File: src/rtl/exe_stage_pkg.sv
`default_nettype none
// +----------------------------------------------------------------------+
// | exe_stage_pkg                                                        |
// | Shared encodings and helpers for the execute stage.                  |
// | Revision: 1.0                                                        |
// +----------------------------------------------------------------------+
package exe_stage_pkg;

    localparam logic [3:0] c_exe_mov = 4'b0001;
    localparam logic [3:0] c_exe_add = 4'b0010;
    localparam logic [3:0] c_exe_adc = 4'b0011;
    localparam logic [3:0] c_exe_sub = 4'b0100;
    localparam logic [3:0] c_exe_sbc = 4'b0101;
    localparam logic [3:0] c_exe_and = 4'b0110;
    localparam logic [3:0] c_exe_orr = 4'b0111;
    localparam logic [3:0] c_exe_eor = 4'b1000;
    localparam logic [3:0] c_exe_mvn = 4'b1001;

    localparam logic [1:0] c_sh_lsl = 2'b00;
    localparam logic [1:0] c_sh_lsr = 2'b01;
    localparam logic [1:0] c_sh_asr = 2'b10;
    localparam logic [1:0] c_sh_ror = 2'b11;

    localparam logic [1:0] c_fwd_reg = 2'b00;
    localparam logic [1:0] c_fwd_mem = 2'b01;
    localparam logic [1:0] c_fwd_wb  = 2'b10;

    // Code 11 is unused by the hazard unit and falls back to the register value.
    function automatic logic [31:0] fwd_select(
        input logic [1:0]  sel,
        input logic [31:0] reg_val,
        input logic [31:0] mem_val,
        input logic [31:0] wb_val
    );
        logic [31:0] r;
        case (sel)
            c_fwd_mem: r = mem_val;
            c_fwd_wb:  r = wb_val;
            default:   r = reg_val;
        endcase
        return r;
    endfunction

    function automatic logic [31:0] ror32(input logic [31:0] x, input logic [4:0] amt);
        logic [63:0] d;
        d = {x, x} >> amt;
        return d[31:0];
    endfunction

endpackage
`default_nettype wire

File: src/rtl/val2_generator.sv
`default_nettype none
// +----------------------------------------------------------------------+
// | val2_generator                                                       |
// | Second ALU operand: memory offset, rotated immediate or shifted Rm.  |
// | Revision: 1.0                                                        |
// +----------------------------------------------------------------------+
module val2_generator
    import exe_stage_pkg::*;
(
    input  logic        mem_en,
    input  logic        imm,
    input  logic [11:0] shift_operand,
    input  logic [31:0] rm,
    output logic [31:0] val2
);

    logic [31:0] w_imm_word;
    logic [4:0]  w_imm_rot;
    logic [4:0]  w_sh_amt;
    logic [1:0]  w_sh_type;
    logic [31:0] w_rot_imm;
    logic [31:0] w_shifted;

    assign w_imm_word = {24'b0, shift_operand[7:0]};
    assign w_imm_rot  = {shift_operand[11:8], 1'b0};
    assign w_sh_amt   = shift_operand[11:7];
    assign w_sh_type  = shift_operand[6:5];
    assign w_rot_imm  = ror32(w_imm_word, w_imm_rot);

    // Amount 0 passes Rm through for every type, unlike the ARM LSR/ASR #32 encoding.
    always_comb begin
        w_shifted = rm;
        case (w_sh_type)
            c_sh_lsl: w_shifted = rm << w_sh_amt;
            c_sh_lsr: w_shifted = rm >> w_sh_amt;
            c_sh_asr: w_shifted = $unsigned($signed(rm) >>> w_sh_amt);
            c_sh_ror: w_shifted = ror32(rm, w_sh_amt);
            default:  w_shifted = rm;
        endcase
    end

    always_comb begin
        val2 = w_shifted;
        if (mem_en) begin
            val2 = {20'b0, shift_operand};
        end else if (imm) begin
            val2 = w_rot_imm;
        end
    end

endmodule
`default_nettype wire

File: src/rtl/exe_stage.sv
`default_nettype none
// +----------------------------------------------------------------------+
// | exe_stage                                                            |
// | Execute stage: forwarding, Val2, ALU, NZCV status and branch target. |
// | Revision: 1.0                                                        |
// +----------------------------------------------------------------------+
module exe_stage
    import exe_stage_pkg::*;
(
    input  logic        clk,
    input  logic        rst,
    input  logic [31:0] pc_in,
    input  logic [31:0] val_rn_in,
    input  logic [31:0] val_rm_in,
    input  logic [3:0]  exe_cmd_in,
    input  logic        imm_in,
    input  logic [11:0] shift_operand_in,
    input  logic [23:0] signed_imm_24_in,
    input  logic        mem_r_en_in,
    input  logic        mem_w_en_in,
    input  logic        b_in,
    input  logic        s_in,
    input  logic [1:0]  sel_src1,
    input  logic [1:0]  sel_src2,
    input  logic [31:0] alu_res_mem,
    input  logic [31:0] wb_value,
    output logic [31:0] alu_res,
    output logic [31:0] st_val,
    output logic        branch_taken,
    output logic [31:0] branch_addr,
    output logic [3:0]  status_out
);

    logic [3:0]  r_status;
    logic [31:0] w_op_a;
    logic [31:0] w_rm;
    logic [31:0] w_val2;
    logic [31:0] w_op_b;
    logic        w_cin;
    logic        w_arith;
    logic        w_valid;
    logic [32:0] w_sum;
    logic [31:0] w_res;
    logic        w_c;
    logic        w_v;
    logic [3:0]  w_nzcv;

    assign w_op_a = fwd_select(sel_src1, val_rn_in, alu_res_mem, wb_value);
    assign w_rm   = fwd_select(sel_src2, val_rm_in, alu_res_mem, wb_value);

    val2_generator u_val2 (
        .mem_en        (mem_r_en_in | mem_w_en_in),
        .imm           (imm_in),
        .shift_operand (shift_operand_in),
        .rm            (w_rm),
        .val2          (w_val2)
    );

    // Subtraction is A + ~B + cin so one adder yields NOT-borrow as carry-out.
    always_comb begin
        w_op_b  = w_val2;
        w_cin   = 1'b0;
        w_arith = 1'b0;
        case (exe_cmd_in)
            c_exe_add: w_arith = 1'b1;
            c_exe_adc: begin
                w_arith = 1'b1;
                w_cin   = r_status[1];
            end
            c_exe_sub: begin
                w_arith = 1'b1;
                w_op_b  = ~w_val2;
                w_cin   = 1'b1;
            end
            c_exe_sbc: begin
                w_arith = 1'b1;
                w_op_b  = ~w_val2;
                w_cin   = r_status[1];
            end
            default: ;
        endcase
    end

    assign w_sum = {1'b0, w_op_a} + {1'b0, w_op_b} + {32'b0, w_cin};

    always_comb begin
        w_res   = '0;
        w_c     = r_status[1];
        w_v     = r_status[0];
        w_valid = 1'b1;
        case (exe_cmd_in)
            c_exe_mov: w_res = w_val2;
            c_exe_mvn: w_res = ~w_val2;
            c_exe_and: w_res = w_op_a & w_val2;
            c_exe_orr: w_res = w_op_a | w_val2;
            c_exe_eor: w_res = w_op_a ^ w_val2;
            c_exe_add, c_exe_adc, c_exe_sub, c_exe_sbc: w_res = w_sum[31:0];
            default: w_valid = 1'b0;
        endcase
        if (w_arith) begin
            w_c = w_sum[32];
            w_v = (w_op_a[31] == w_op_b[31]) && (w_sum[31] != w_op_a[31]);
        end
    end

    assign w_nzcv = w_valid ? {w_res[31], (w_res == 32'd0), w_c, w_v} : 4'b0000;

    always_ff @(posedge clk) begin
        if (!rst) begin
            r_status <= 4'b0000;
        end else if (s_in) begin
            r_status <= w_nzcv;
        end
    end

    assign alu_res      = w_res;
    assign st_val       = w_rm;
    assign branch_taken = b_in;
    assign branch_addr  = pc_in + {{6{signed_imm_24_in[23]}}, signed_imm_24_in, 2'b00};
    assign status_out   = r_status;

endmodule
`default_nettype wire

File: config.mk
export PLATFORM = sky130hd
export DESIGN_NAME = exe_stage
export DESIGN_NICKNAME = d
export VERILOG_FILES = /design/src/rtl/exe_stage_pkg.sv /design/src/rtl/val2_generator.sv /design/src/rtl/exe_stage.sv
export SDC_FILE = /design/constraint.sdc
export NUM_CORES = 1
export LEC_CHECK = 0
export CORE_MARGIN = 1.5
export CORE_UTILIZATION = 30
export DETAILED_ROUTE_END_ITERATION = 16
export PLACE_DENSITY = 0.56
export SETUP_SLACK_MARGIN = 0.5
export SLEW_MARGIN = 0
export SYNTH_ARGS = -nofsm -noshare
export SYNTH_HDL_FRONTEND = slang
export SYNTH_HIERARCHICAL = 1
export SYNTH_SLANG_ARGS = --single-unit
File: constraint.sdc
create_clock -name clk -period 30.4 [get_ports clk]
set_input_delay 7.6 -clock clk [delete_from_list [all_inputs] [get_ports clk]]
set_output_delay 7.6 -clock clk [all_outputs]
set_load 0.05 [all_outputs]
==> run summary <==
The run gives 2268 as the synthesized netlist net count. The worst setup path is of the in -> out kind. The cell that appears most often on the critical path is sky130_fd_sc_hd__mux2i_1. The synthesized instance count is 1926, and the post-detailed-route wirelength per cell is 30.3 um. Relative to the synthesized area, the layout overhead comes to 27.2%. The synthesized-area fraction occupied by adder cells came out at 12.5%. For the pin with the worst max-slew slack, the measured transition is 1.21 ns. By area the synthesized netlist is led by sky130_fd_sc_hd__ha_1, sky130_fd_sc_hd__mux4_2, sky130_fd_sc_hd__mux2i_1.

The initial utilization of the core area, before any placement, comes to 30.6%. The tools report the post-cts hold buffer count as 0. The worst hold path passes through 2 cells. The portion of synthesized area spent on multiplexers is 16.3%.

The first global-routing pass estimated 117 mm of wire. By instance count, the leading cell after synthesis is sky130_fd_sc_hd__nand2_1. The post-route DRC violation count is 0, and the maximum net fanout on the critical path is 32. The data arrival at the endpoint of the critical path came out at 16.12 ns.

The clock slew at the register clock pins of the worst setup and hold paths is 0.03 ns, and the setup TNS is 0 ns. The power per cell area is 31.9 mW/mm2, and the cell area after synthesis is 0.0133 mm2. For the maximum clock frequency, the log shows 42.2 MHz. The flow ran to the end, and the final reports show no timing, DRC or antenna violations. The largest single stage delay on the critical path is 0.92 ns.

Summing over every cut layer, the via total after detailed routing is 17600. Counting flops with a built-in enable in the synthesized netlist gives 0. For the share of synthesized area occupied by flip-flops and latches, the log shows 0.602%. The post-synthesis sequential element count came out at 4. The combinational family with the most area after synthesis is compound AO/OA/AOI/OAI gates.

For the worst flop-to-flop path, the logic depth is 15. The via count of the first global-routing pass came out at 16500. TritonCTS built the clock tree. The root buffer cell chosen for the clock tree is sky130_fd_sc_hd__clkbuf_16. For the worst-skew pair, the clock arrives at the later sink with an insertion delay of 0.22 ns.

Max-cap violations in this run came to 0. Once the clock tree was built, the setup fixing pass inserted 0 buffers. The floorplan has 76 rows. During synthesis, Yosys emitted a total of 6 warnings. OpenSTA, run right after detailed placement, puts the worst setup slack at 6.99 ns. For the number of library cell types mapped by synthesis, the log shows 86. For the overall routing resource usage, the log shows 35.0%.

The logs give 4 for the number of sinks driven by the clock tree and 82.6 mm for the final wirelength. Setup slack closes at 6.68 ns. Dividing the detail-routed via count by the number of cells gives 6.43.

After Yosys synthesis, XOR and XNOR cells account for 7.57% of the synthesized area. The min-delay analysis places its worst path in the category reg -> reg. Summing the areas of all compound-gate instances in the mapped netlist gives 35.6% of the synthesized area. The number of input and output port buffers inserted is 305.

The synthesized netlist devotes 18.7% of its cell area to simple gates. The worst setup path is captured at an output pin. First-pass iteration count of the detailed router: 8. Setup violations remaining at the end of the flow were counted as 0. The most used flip-flop cell after synthesis is sky130_fd_sc_hd__dfxtp_1. The design draws 539 uW. The proportion of netlist area held by the largest area contributor was 12.0%; the number of top-level design ports was 312. The logs give 2725 for the total instance count after detailed placement and 38.9% for the final core area utilization.

The count of final hold-check violations is 0. The initial antenna violation count came out at 2. The maximum number of pins on one net before global-route repair was 73; the number of flip-flops in the largest register was 4. After layout, the minimum clock period comes to 23.72 ns. The critical path startpoint category was an input pin. Dividing the final minimum period by the clock period gives 78.0%. The finished layout holds 2730 standard cells, fillers aside. Cell type contributing the most total cell area after synthesis: sky130_fd_sc_hd__ha_1. By count the netlist is led by sky130_fd_sc_hd__nand2_1, sky130_fd_sc_hd__nor2_1, sky130_fd_sc_hd__o21ai_0, sky130_fd_sc_hd__a21oi_1, sky130_fd_sc_hd__ha_1. At the end of routability-driven placement, the weighted congestion stood at 1.06.

Across the VDD grid, the largest voltage drop is 28.9 uV. The final clock skew was 0.000440 ns. Each instance of the synthesized netlist takes up on average 6.91 um2. The post-route netlist has 9.43% of its cells at a drive strength greater than 1. The tools report the HPWL after detailed placement as 65.2 mm.

Data on the critical path is required at its endpoint by 22.80 ns. For this block, the initial DRC count from the detailed router was 2079. The logs give 2 for the largest buffer count on any clock path and 0 for the remaining antenna violation count. The share of flip-flops with an asynchronous set or reset is 0%, and the number of nets in the layout is 2487. The die span in x is 214 um.

The critical path goes through clkdlybuf4s50_1 -> ha_2 -> a22oi_1 -> o21ai_0 -> mux2_2 -> mux2i_1 -> mux2i_1 -> mux2i_1 -> a211o_1 -> a221oi_1 -> inv_1 -> xnor2_1 -> ha_1 -> a2111o_1 -> o211a_1 -> or4b_1 -> a2111o_1 -> a31oi_1 -> xor2_1 -> o22ai_1 -> clkdlybuf4s50_1. The total leakage power was 6.60 nW. Die boundary height: 214 um. The number of pins with negative max-slew slack in the final report was 0; the post-CTS resize count was 0. After global routing the overflow that remains totals 0. The logs give 0.0435 mm2 for the standard cell core area and 1 for the deepest level of the CTS H-tree. The worst pin sits at a relative slew slack of 18.8%.

The cell with the largest stage delay on the worst path was sky130_fd_sc_hd__o21ai_0. The tools report the number of buffers inserted during clock tree synthesis as 3. Setup repair after global routing left no endpoint under its margin. The area of the die was 0.0456 mm2.
[per-layer routing]
metal / share of wire, % / vias up / global-route usage, %
met3: 10 / 143 / 6.75
met1: 43 / 8541 / 48.4
met5: 0 / - / 0
met4: 4.2 / 0 / 12.7
met2: 43 / 1191 / 53.6
li1: - / 7692 / -
[worst max-delay path: cells and delay by family]
family	cells	cell delay, ns
AOI/OAI and AO/OA	9	4.04
muxes	4	1.14
and+or+nand+nor	1	0.61
adders and majority gates	2	0.87
xor gates and xnor gates	2	0.28
buffers and inverters	3	1.56
[kinds of logic after synthesis]
kind of cell             after synthesis
AO/OA/AOI/OAI                        698
multiplexers                         164
adder cells (fa/ha/maj)              131
flip-flops                             4
AND/OR/NAND/NOR                      547
buffers and inverters                267
XOR/XNOR                             115
[through the flow]
step | hold slack, ns | area (um2)
after detailed placement | 0.460 | 16800
final | 0.463 | 16900
after floorplan | 0.665 | 13300
after global routing | 0.489 | 16900
after global placement | 0.458 | 16800
after CTS | 0.466 | 16900
[final cells by class]
type	instances	area, um2
Antenna cell	2	5.00
Timing Repair Buffer	372	3530
Clock buffer	3	75.1
Inverter	109	409
Sequential cell	4	80.1
Tap cell	585	732
Multi-Input combinational cell	1655	12100
Fill cell	4654	26500
[cell usage in the layout, fill, tap and decap left out, drive strengths merged, types with 8 or more instances in the layout]
master | netlist | final
o221ai | 15 | 15
nand2 | 196 | 196
o32ai | 10 | 10
o221a | 18 | 18
nand3b | 9 | 9
nor4 | 11 | 11
mux2i | 81 | 81
xnor2 | 81 | 81
a311oi | 11 | 11
o22ai | 33 | 33
a21o | 28 | 28
and2 | 9 | 9
a211o | 8 | 8
buf | 70 | 74
nand4 | 9 | 9
nand2b | 22 | 22
nor2 | 163 | 163
and3 | 8 | 8
nand3 | 39 | 39
or2 | 10 | 10
ha | 128 | 128
mux4 | 38 | 38
a221oi | 29 | 29
o21ai | 161 | 161
a31oi | 19 | 19
inv | 104 | 104
o2111ai | 9 | 9
a211oi | 27 | 27
mux2 | 45 | 45
o211ai | 28 | 28
nor2b | 15 | 15
clkdlybuf4s50 | 0 | 298
o31ai | 11 | 11
nor3 | 34 | 34
xor2 | 34 | 34
a22oi | 77 | 77
a21oi | 129 | 129
[report_power, final]
group / switching, mW / leakage [nW] / internal [mW]
sequential: 0.000100 / 0.0325 / 0.00547
combinational: 0.334 / 6.54 / 0.179
clock: 0.00373 / 0.0370 / 0.0168
total: 0.338 / 6.60 / 0.202
[worst paths after layout]
kind | endpoint | from | slack [ns]
setup / recovery | alu_res[29] | sel_src2[1] | 6.68
hold / removal | status_out[2] | status_out[2] | 0.46
setup reg to reg | status_out[2] | status_out[1] | 25.18
hold reg to reg | status_out[2] | status_out[2] | 0.46
Power figures use the tool's default switching activity.
